$ cat src/rtl/clkdiv_pkg.sv
// clkdiv_pkg
// Shared constants and helpers for the programmable clock divider.
//   CLK_HZ    : system clock frequency the default divisor is derived from
//   hz_to_div : divisor that produces a square wave of 'hz' at CLK_HZ
//               (one tick per half period, hence the factor of two)
//   DEF_DIV   : reset divisor, 10 Hz square wave at CLK_HZ
package clkdiv_pkg;

  localparam int unsigned CLK_HZ = 100_000_000;

  function automatic int unsigned hz_to_div(input int unsigned hz);
    // A zero frequency has no meaningful divisor; return 0, which the
    // channels treat as the fastest setting rather than dividing by zero.
    if (hz == 0) begin
      return 0;
    end
    return CLK_HZ / (2 * hz);
  endfunction

  localparam int unsigned DEF_DIV = hz_to_div(10);

endpackage

$ cat src/rtl/clkdiv_channel.sv
// clkdiv_channel
// One divider channel: counter, tick pulse and toggling square wave.
//   clk     : system clock, rising edge
//   reset_n : asynchronous active-low reset
//   en      : count enable; when low the channel freezes and tick drops
//   sync    : restart strobe, clears counter and outputs, beats en
//   div     : divisor from the owning register bank (0 behaves as 1)
//   tick    : registered one-cycle pulse every max(div,1) enabled cycles
//   wave    : registered square wave, toggles on every tick
module clkdiv_channel
  import clkdiv_pkg::*;
#(
  parameter int CNT_W = 32
) (
  input  logic             clk,
  input  logic             reset_n,
  input  logic             en,
  input  logic             sync,
  input  logic [CNT_W-1:0] div,
  output logic             tick,
  output logic             wave
);

  logic [CNT_W-1:0] cnt_reg;
  logic [CNT_W-1:0] last_cnt;
  logic             wrap;

  // last_cnt = max(div,1) - 1. Using >= instead of == lets the channel
  // recover at once when the divisor is lowered below the running count.
  always_comb begin
    last_cnt = (div == '0) ? '0 : div - CNT_W'(1);
    wrap     = (cnt_reg >= last_cnt);
  end

  always_ff @(posedge clk or negedge reset_n) begin
    if (!reset_n) begin
      cnt_reg <= '0;
      tick    <= 1'b0;
      wave    <= 1'b0;
    end else if (sync) begin
      cnt_reg <= '0;
      tick    <= 1'b0;
      wave    <= 1'b0;
    end else if (en) begin
      if (wrap) begin
        cnt_reg <= '0;
        tick    <= 1'b1;
        wave    <= ~wave;
      end else begin
        cnt_reg <= cnt_reg + CNT_W'(1);
        tick    <= 1'b0;
      end
    end else begin
      tick <= 1'b0;
    end
  end

endmodule

$ cat src/rtl/clock_divider_prog.sv
// clock_divider_prog
// N_CH independent programmable clock dividers with a shared write port.
//   i_clk      : system clock, rising edge
//   i_reset_n  : asynchronous active-low reset (deassertion synchronised
//                outside this block)
//   i_en       : per-channel count enable
//   i_sync     : one-cycle pulse restarting every channel phase-aligned
//   i_wr_en    : divisor write strobe
//   i_wr_ch    : channel written; indices >= N_CH are ignored
//   i_wr_div   : divisor value written
//   i_rd_ch    : channel whose divisor appears on o_rd_div
//   o_rd_div   : combinational divisor readback, 0 for indices >= N_CH
//   o_tick     : per-channel one-cycle pulse
//   o_clk      : per-channel 50% square wave, period 2*max(div,1)
module clock_divider_prog #(
  parameter int          N_CH    = 4,
  parameter int          CNT_W   = 32,
  parameter int unsigned DEF_DIV = clkdiv_pkg::DEF_DIV
) (
  input  logic             i_clk,
  input  logic             i_reset_n,
  input  logic [N_CH-1:0]  i_en,
  input  logic             i_sync,
  input  logic             i_wr_en,
  input  logic [3:0]       i_wr_ch,
  input  logic [CNT_W-1:0] i_wr_div,
  input  logic [3:0]       i_rd_ch,
  output logic [CNT_W-1:0] o_rd_div,
  output logic [N_CH-1:0]  o_tick,
  output logic [N_CH-1:0]  o_clk
);

  logic [CNT_W-1:0] div_arr [N_CH];

  genvar gi;
  generate
    for (gi = 0; gi < N_CH; gi++) begin : g_ch
      logic [CNT_W-1:0] div_reg;

      // Write decode by exact index match: out-of-range indices match no
      // channel, so such writes fall through without side effects. The
      // counter is not touched; the new divisor takes over next cycle.
      always_ff @(posedge i_clk or negedge i_reset_n) begin
        if (!i_reset_n) begin
          div_reg <= CNT_W'(DEF_DIV);
        end else if (i_wr_en && (i_wr_ch == 4'(gi))) begin
          div_reg <= i_wr_div;
        end
      end

      assign div_arr[gi] = div_reg;

      clkdiv_channel #(
        .CNT_W(CNT_W)
      ) u_channel (
        .clk     (i_clk),
        .reset_n (i_reset_n),
        .en      (i_en[gi]),
        .sync    (i_sync),
        .div     (div_reg),
        .tick    (o_tick[gi]),
        .wave    (o_clk[gi])
      );
    end
  endgenerate

  // Readback mux; defaults to zero so unpopulated indices read as 0.
  always_comb begin
    o_rd_div = '0;
    for (int k = 0; k < N_CH; k++) begin
      if (i_rd_ch == 4'(k)) begin
        o_rd_div = div_arr[k];
      end
    end
  end

endmodule
$ cat config.mk
export PLATFORM = sky130hd
export DESIGN_NAME = clock_divider_prog
export DESIGN_NICKNAME = d
export VERILOG_FILES = /design/src/rtl/clkdiv_pkg.sv /design/src/rtl/clkdiv_channel.sv /design/src/rtl/clock_divider_prog.sv
export SDC_FILE = /design/constraint.sdc
export NUM_CORES = 1
export LEC_CHECK = 0
export BUFFER_PORTS_ARGS = -buffer_cell sky130_fd_sc_hd__buf_2
export CAP_MARGIN = 5
export CORE_ASPECT_RATIO = 0.8
export CORE_UTILIZATION = 30
export DETAILED_ROUTE_END_ITERATION = 7
export GPL_ROUTABILITY_DRIVEN = 0
export HOLD_SLACK_MARGIN = 0.1
export PLACE_DENSITY_LB_ADDON = 0.2
export SLEW_MARGIN = 40
export SYNTH_ARGS = -nofsm -noshare
export SYNTH_HDL_FRONTEND = slang
export SYNTH_SLANG_ARGS = --single-unit
export TNS_END_PERCENT = 100
$ cat constraint.sdc
create_clock -name i_clk -period 14.75 [get_ports i_clk]
set_input_delay 1.475 -clock i_clk [delete_from_list [all_inputs] [get_ports i_clk]]
set_output_delay 1.475 -clock i_clk [all_outputs]
set_load 0.05 [all_outputs]
# Word level (Yosys, flattened, before mapping)
# Index checks and enable logic that the tools add are counted.
# totals
input_bits,48
out_inout_bits,40
elab_cells,104
ff_bits,264
# classes
mux,44
addsub,8
n_reduce_logical,22
n_lt_le_gt_ge,4
bitwise,4
eq_ne,6
# op_table
cell,n
32-bit 2-to-1 mux,20
"32-bit by 1-bit adder with 32-bit output, second input constant",4
32-bit >= comparator,4
32-bit logical NOT,4
"32-bit by 1-bit subtractor with 32-bit output, second input constant",4
1-bit 2-to-1 mux,24
"4-bit by 2-bit == test with 1-bit output, second input constant",4
2-bit nonzero test,8
"4-bit by 1-bit == test with 1-bit output, second input constant",2
4-bit logical NOT,2
2-bit AND reduction,4
1-bit logical AND,4
1-bit NOT,4

# Longest topological paths before layout
# logic_depth
depth_word,6
mapped_depth,20
depth_no_buf,17

# Modules after synthesis
# A second synthesis with hierarchy kept.
# unflattened
cells_unflattened,1896
hier_area_um2,18920.6
# modules_own_cells
mod,seq_area_each_um2,area_per_inst_um2,cells_each,instances
clkdiv_channel at g_ch[2].u_channel ...,850.8,3304.4,389,2
clock_divider_prog,3243.1,5915.7,350,1
clkdiv_channel at g_ch[0].u_channel,850.8,3258.1,384,1
clkdiv_channel at g_ch[1].u_channel,850.8,3138.0,384,1

# Worst setup path before layout
# Ideal clock, no wire load.
# synth_path
kind,in2out
from,input i_rd_ch[0]
to,output o_rd_div[10]
required_ps,13275
n_path_buf,2
setup_slack_ps,9819
arrival_ps,3456
stages,4
path_cell_list,clkbuf_1 -> clkbuf_1 -> mux2i_1 -> o21ai_0
# synth_between
elab_chain_len,5
word_cells_on_any_way,8
cone_classes,eq/ne: 3; mux: 4; reduce/logical: 1
# synth_rtl
element,line,rtl
"start, declared",clock_divider_prog.sv:27,"input logic [3:0] i_rd_ch,"
4-bit logical NOT,clock_divider_prog.sv:71,if (i_rd_ch == 4'(k)) begin
32-bit 2-to-1 mux (3 in series),clock_divider_prog.sv:71,
32-bit 2-to-1 mux *,clock_divider_prog.sv:71,
"end, declared",clock_divider_prog.sv:28,"output logic [CNT_W-1:0] o_rd_div,"
# Mark *: on every way between the ends. The rest lies on a longest branch, timed or not.

# Worst setup path in the final report
# layout_path
from,register g_ch[3].div_reg[0]
to,register g_ch[3].u_channel.cnt_reg[31]
# layout_between
elab_chain_len,6
word_cells_on_any_way,7
cone_classes,add/sub: 1; order compare: 1; mux: 4; reduce/logical: 1
# layout_rtl
element,line,rtl
"start, declared",clock_divider_prog.sv:38,logic [CNT_W-1:0] div_reg;
"start signal, assigned",clock_divider_prog.sv:45,div_reg <= CNT_W'(DEF_DIV);
"start signal, assigned",clock_divider_prog.sv:47,div_reg <= i_wr_div;
32-bit by 1-bit subtractor with 32-bit output / 32-bit logical NOT (equally long branches),clkdiv_channel.sv:31,last_cnt = (div == '0) ? '0 : div - CNT_W'(1);
32-bit 2-to-1 mux *,clkdiv_channel.sv:31,
32-bit >= comparator *,clkdiv_channel.sv:32,wrap = (cnt_reg >= last_cnt);
32-bit 2-to-1 mux *,clkdiv_channel.sv:45,if (wrap) begin
32-bit 2-to-1 mux *,clkdiv_channel.sv:44,end else if (en) begin
32-bit 2-to-1 mux *,clkdiv_channel.sv:40,end else if (sync) begin
"end signal, assigned",clkdiv_channel.sv:50,cnt_reg <= cnt_reg + CNT_W'(1);
"end, declared",clkdiv_channel.sv:24,logic [CNT_W-1:0] cnt_reg;
# Mark *: on every way between the ends. The rest lies on a longest branch, timed or not. The select of a mux whose other input is x is not followed.
# A chain may end at the register's enable or synchronous reset.

==> results.json <==
{
  "status": "finished clean",
  "synth_warnings": 0,
  "insertion_delay_ns": 0.60,
  "post_dp_cell_area_um2": 19970,
  "synth_area_per_cell_um2": 9.081,
  "fill_cells": 6269,
  "power_w": 0.002295,
  "root_buffer": "clkbuf_16",
  "ios": 88,
  "vdd_drop_max_mv": 0.1025,
  "hpwlAfterDp_um": 44800,
  "cp_max_fo": 16,
  "grt_overflow": 0,
  "rows": 81,
  "post-cts-setup-buffers": 0,
  "worstMarginPinSlew_ns": 0.8386,
  "cts_hold_buffers": 0,
  "required_ns": 15.27,
  "reg2reg_depth": 17,
  "wl_per_cell_um": 20.35,
  "async_flop_share": 1.000,
  "hold_class": "reg2reg",
  "synth.area.top_cells": "dfrtp_1 31%, ha_1 9.4%, mux2_2 7.7%",
  "htreeDepth": 1,
  "finalWirelength_um": 60080,
  "dieArea_um2": 63280,
  "path_cells": "inv_1 > ha_1 > or3b_2 > or4_1 > nor3_1 > nand2_1 > nor3_1 > xor2_1 > nand2_1 > ha_1 > nand4_1 > nor3_1 > a221oi_1 > nand2_1 > o21ai_0 > nand2_1 > nor2_1",
  "cpPeakStageDelay_ns": 0.67,
  "yosysTopAreaCell": "dfrtp_1",
  "crit_family": "simple AND/OR/NAND/NOR gates",
  "cp-end-kind": "flip-flop",
  "io_buffers": 87,
  "track_usage": 0.1898,
  "clock_sinks": 264,
  "netlist_area_um2": 18680,
  "cts_tree": "done",
  "grt_pass1_wl_um": 93410,
  "post-route-min-period_ns": 5.473,
  "cp.buffers_inverters": 1,
  "antennaDiodeCount": 0,
  "cp_num_cells": 17,
  "die_width_um": 281.0,
  "arrival_ns": 5.99,
  "start_util": 0.3047,
  "cpMostUsedCell": "nand2_1",
  "grt_pass1_vias": 15490,
  "drive_gt1_frac": 0.1705,
  "synth_cells": 2057,
  "path_clk_slew_ns": 0.06,
  "ys_types": 79,
  "cp_slowest_cell": "o21ai_0",
  "hold_path_depth": 2,
  "max_freq_mhz": 182.7,
  "yosys_register_bits": 264,
  "setup_viol": 0,
  "cap_violations": 0,
  "ys.flop_type": "dfrtp_1",
  "fin_nets": 2287,
  "final_util": 0.3418,
  "antenna_found_initial": 1,
  "synth_top_area_share": 0.3108,
  "grt_max_degree": 100,
  "antenna_left": 0,
  "power.density_nw_per_um2": 109.5,
  "die_y_um": 225.2,
  "maxSlewHeadroom": 0.4409,
  "ys_seq_area_frac": 0.3558,
  "finalHoldViolations": 0,
  "drcViolationCount": 0,
  "firstDrtPassIters": 5,
  "via_per_inst": 5.477,
  "dpl.cell_count": 2896,
  "fin_cells": 2953,
  "vias": 16180,
  "coreArea_um2": 61320,
  "slew_viol_final": 0,
  "cts.repair.resized": 0,
  "numCtsBuffers": 30,
  "clock_path_buffers": 3,
  "synthesis.nets": 2245,
  "fin_area_um2": 20960,
  "fin_worst_skew_ns": 0.01337,
  "finalSetupTns_ns": 0,
  "crit_type": "reg2reg",
  "finalCritPeriodShare": 0.3711,
  "cp-start-kind": "flip-flop",
  "dr.first_iter.drc_count": 1328,
  "area_delta_synth_final_pct": 12.20,
  "synth_enable_flop_cells": 0,
  "rsz0062_at_grt": "false",
  "p_leak_nw": 9.263
}
routing by layer:
| metal | GRT usage | routed length [µm] | share of wire |
|---|---|---|---|
| met5 | 0 | 0 | 0 |
| met1 | 0.2850 | 29540 | 0.49 |
| met4 | 0.03913 | 1209 | 0.020 |
| met2 | 0.2824 | 25760 | 0.43 |
| met3 | 0.03100 | 3570 | 0.059 |
tightest hold or removal path, stage by stage, from the launching register on:
cell,delay [ns]
dfrtp_1,0.36
xor2_1,0.07
nor2_1,0.07
cells by family after synthesis:
group                    after synthesis  share of synthesized area
AO/OA/AOI/OAI                        343                     0.1237
XOR/XNOR                             163                    0.07642
adder cells (fa/ha/maj)              140                    0.09377
buffers and inverters                130                    0.02833
flip-flops                           264                     0.3558
multiplexers                         158                    0.09317
AND/OR/NAND/NOR                      859                     0.2288
synthesized netlist by cell type (9+ instances only):
master and count:
clkbuf_1 75, and2_1 12, and4_1 9, or4_1 33
xnor2_1 63, mux2_2 127, nand2_1 243, nor3_1 71
a31o_2 15, inv_1 32, nand3b_1 13, a21oi_1 75
xor2_1 100, and3_1 28, o31ai_1 10, nor2_1 189
nor4_1 39, dfstp_2 32, nand2b_1 19, a211oi_1 15
a22oi_1 35, nor2b_1 9, nand3_1 82, mux2i_1 31
o2111ai_1 10, buf_4 9, nand4_1 58, o21ai_0 82
nor3b_1 11, a21o_1 27, dfrtp_1 232, or3_1 16
ha_1 140
cell type report:
| class | count | area, µm² | share of cell area |
|---|---|---|---|
| multi-input combinational | 1663 | 11550 | 0.5513 |
| timing repair buffer | 108 | 663.1 | 0.03164 |
| clock buffer | 45 | 857.1 | 0.04089 |
| inverter | 32 | 120.1 | 0.005731 |
| sequential | 264 | 6646 | 0.3171 |
| clock inverter | 11 | 80.08 | 0.003820 |
| tap | 830 | 1039 | 0.04955 |
through the flow:
stage / worst slack [ns] / hold WS (ns)
after floorplan: 9.819 / 0.5058
after global placement: 9.254 / 0.5219
after global routing: 8.776 / 0.5819
after CTS: 9.159 / 0.5452
final: 9.277 / 0.5429
after detailed placement: 9.168 / 0.5312
final timing paths:
path | startpoint | endpoint | slack [ns]
setup / recovery | g_ch[3].div_reg[0] | g_ch[3].u_channel.cnt_reg[31] | 9.28
hold / removal | g_ch[3].u_channel.wave | g_ch[3].u_channel.wave | 0.54
setup reg to reg | g_ch[3].div_reg[0] | g_ch[3].u_channel.cnt_reg[31] | 9.28
hold reg to reg | g_ch[3].u_channel.wave | g_ch[3].u_channel.wave | 0.54
max in group asynchronous | i_reset_n | g_ch[2].div_reg[22] | 12.76
min in group asynchronous | i_reset_n | g_ch[3].u_channel.cnt_reg[17] | 0.75
power by group:
part | internal [W] | switching (W)
Sequential | 0.000824 | 0.000167
Combinational | 0.000238 | 0.000329
Clock | 0.000402 | 0.000335
cell usage in the layout, fill, tap and decap left out, types with 30 or more instances in the layout:
cell / netlist / final
nand2_1: 243 / 243
dfrtp_1: 232 / 232
nor2_1: 189 / 188
ha_1: 140 / 140
mux2_2: 127 / 127
xor2_1: 100 / 100
buf_2: 6 / 86
nand3_1: 82 / 82
o21ai_0: 82 / 82
a21oi_1: 75 / 75
nor3_1: 71 / 68
xnor2_1: 63 / 63
nand4_1: 58 / 58
nor4_1: 39 / 36
a22oi_1: 35 / 35
or4_1: 33 / 32
dfstp_2: 32 / 32
mux2i_1: 31 / 31
inv_1: 32 / 30
clkbuf_16: 0 / 30
No activity file was read; power rests on OpenSTA's default activity.
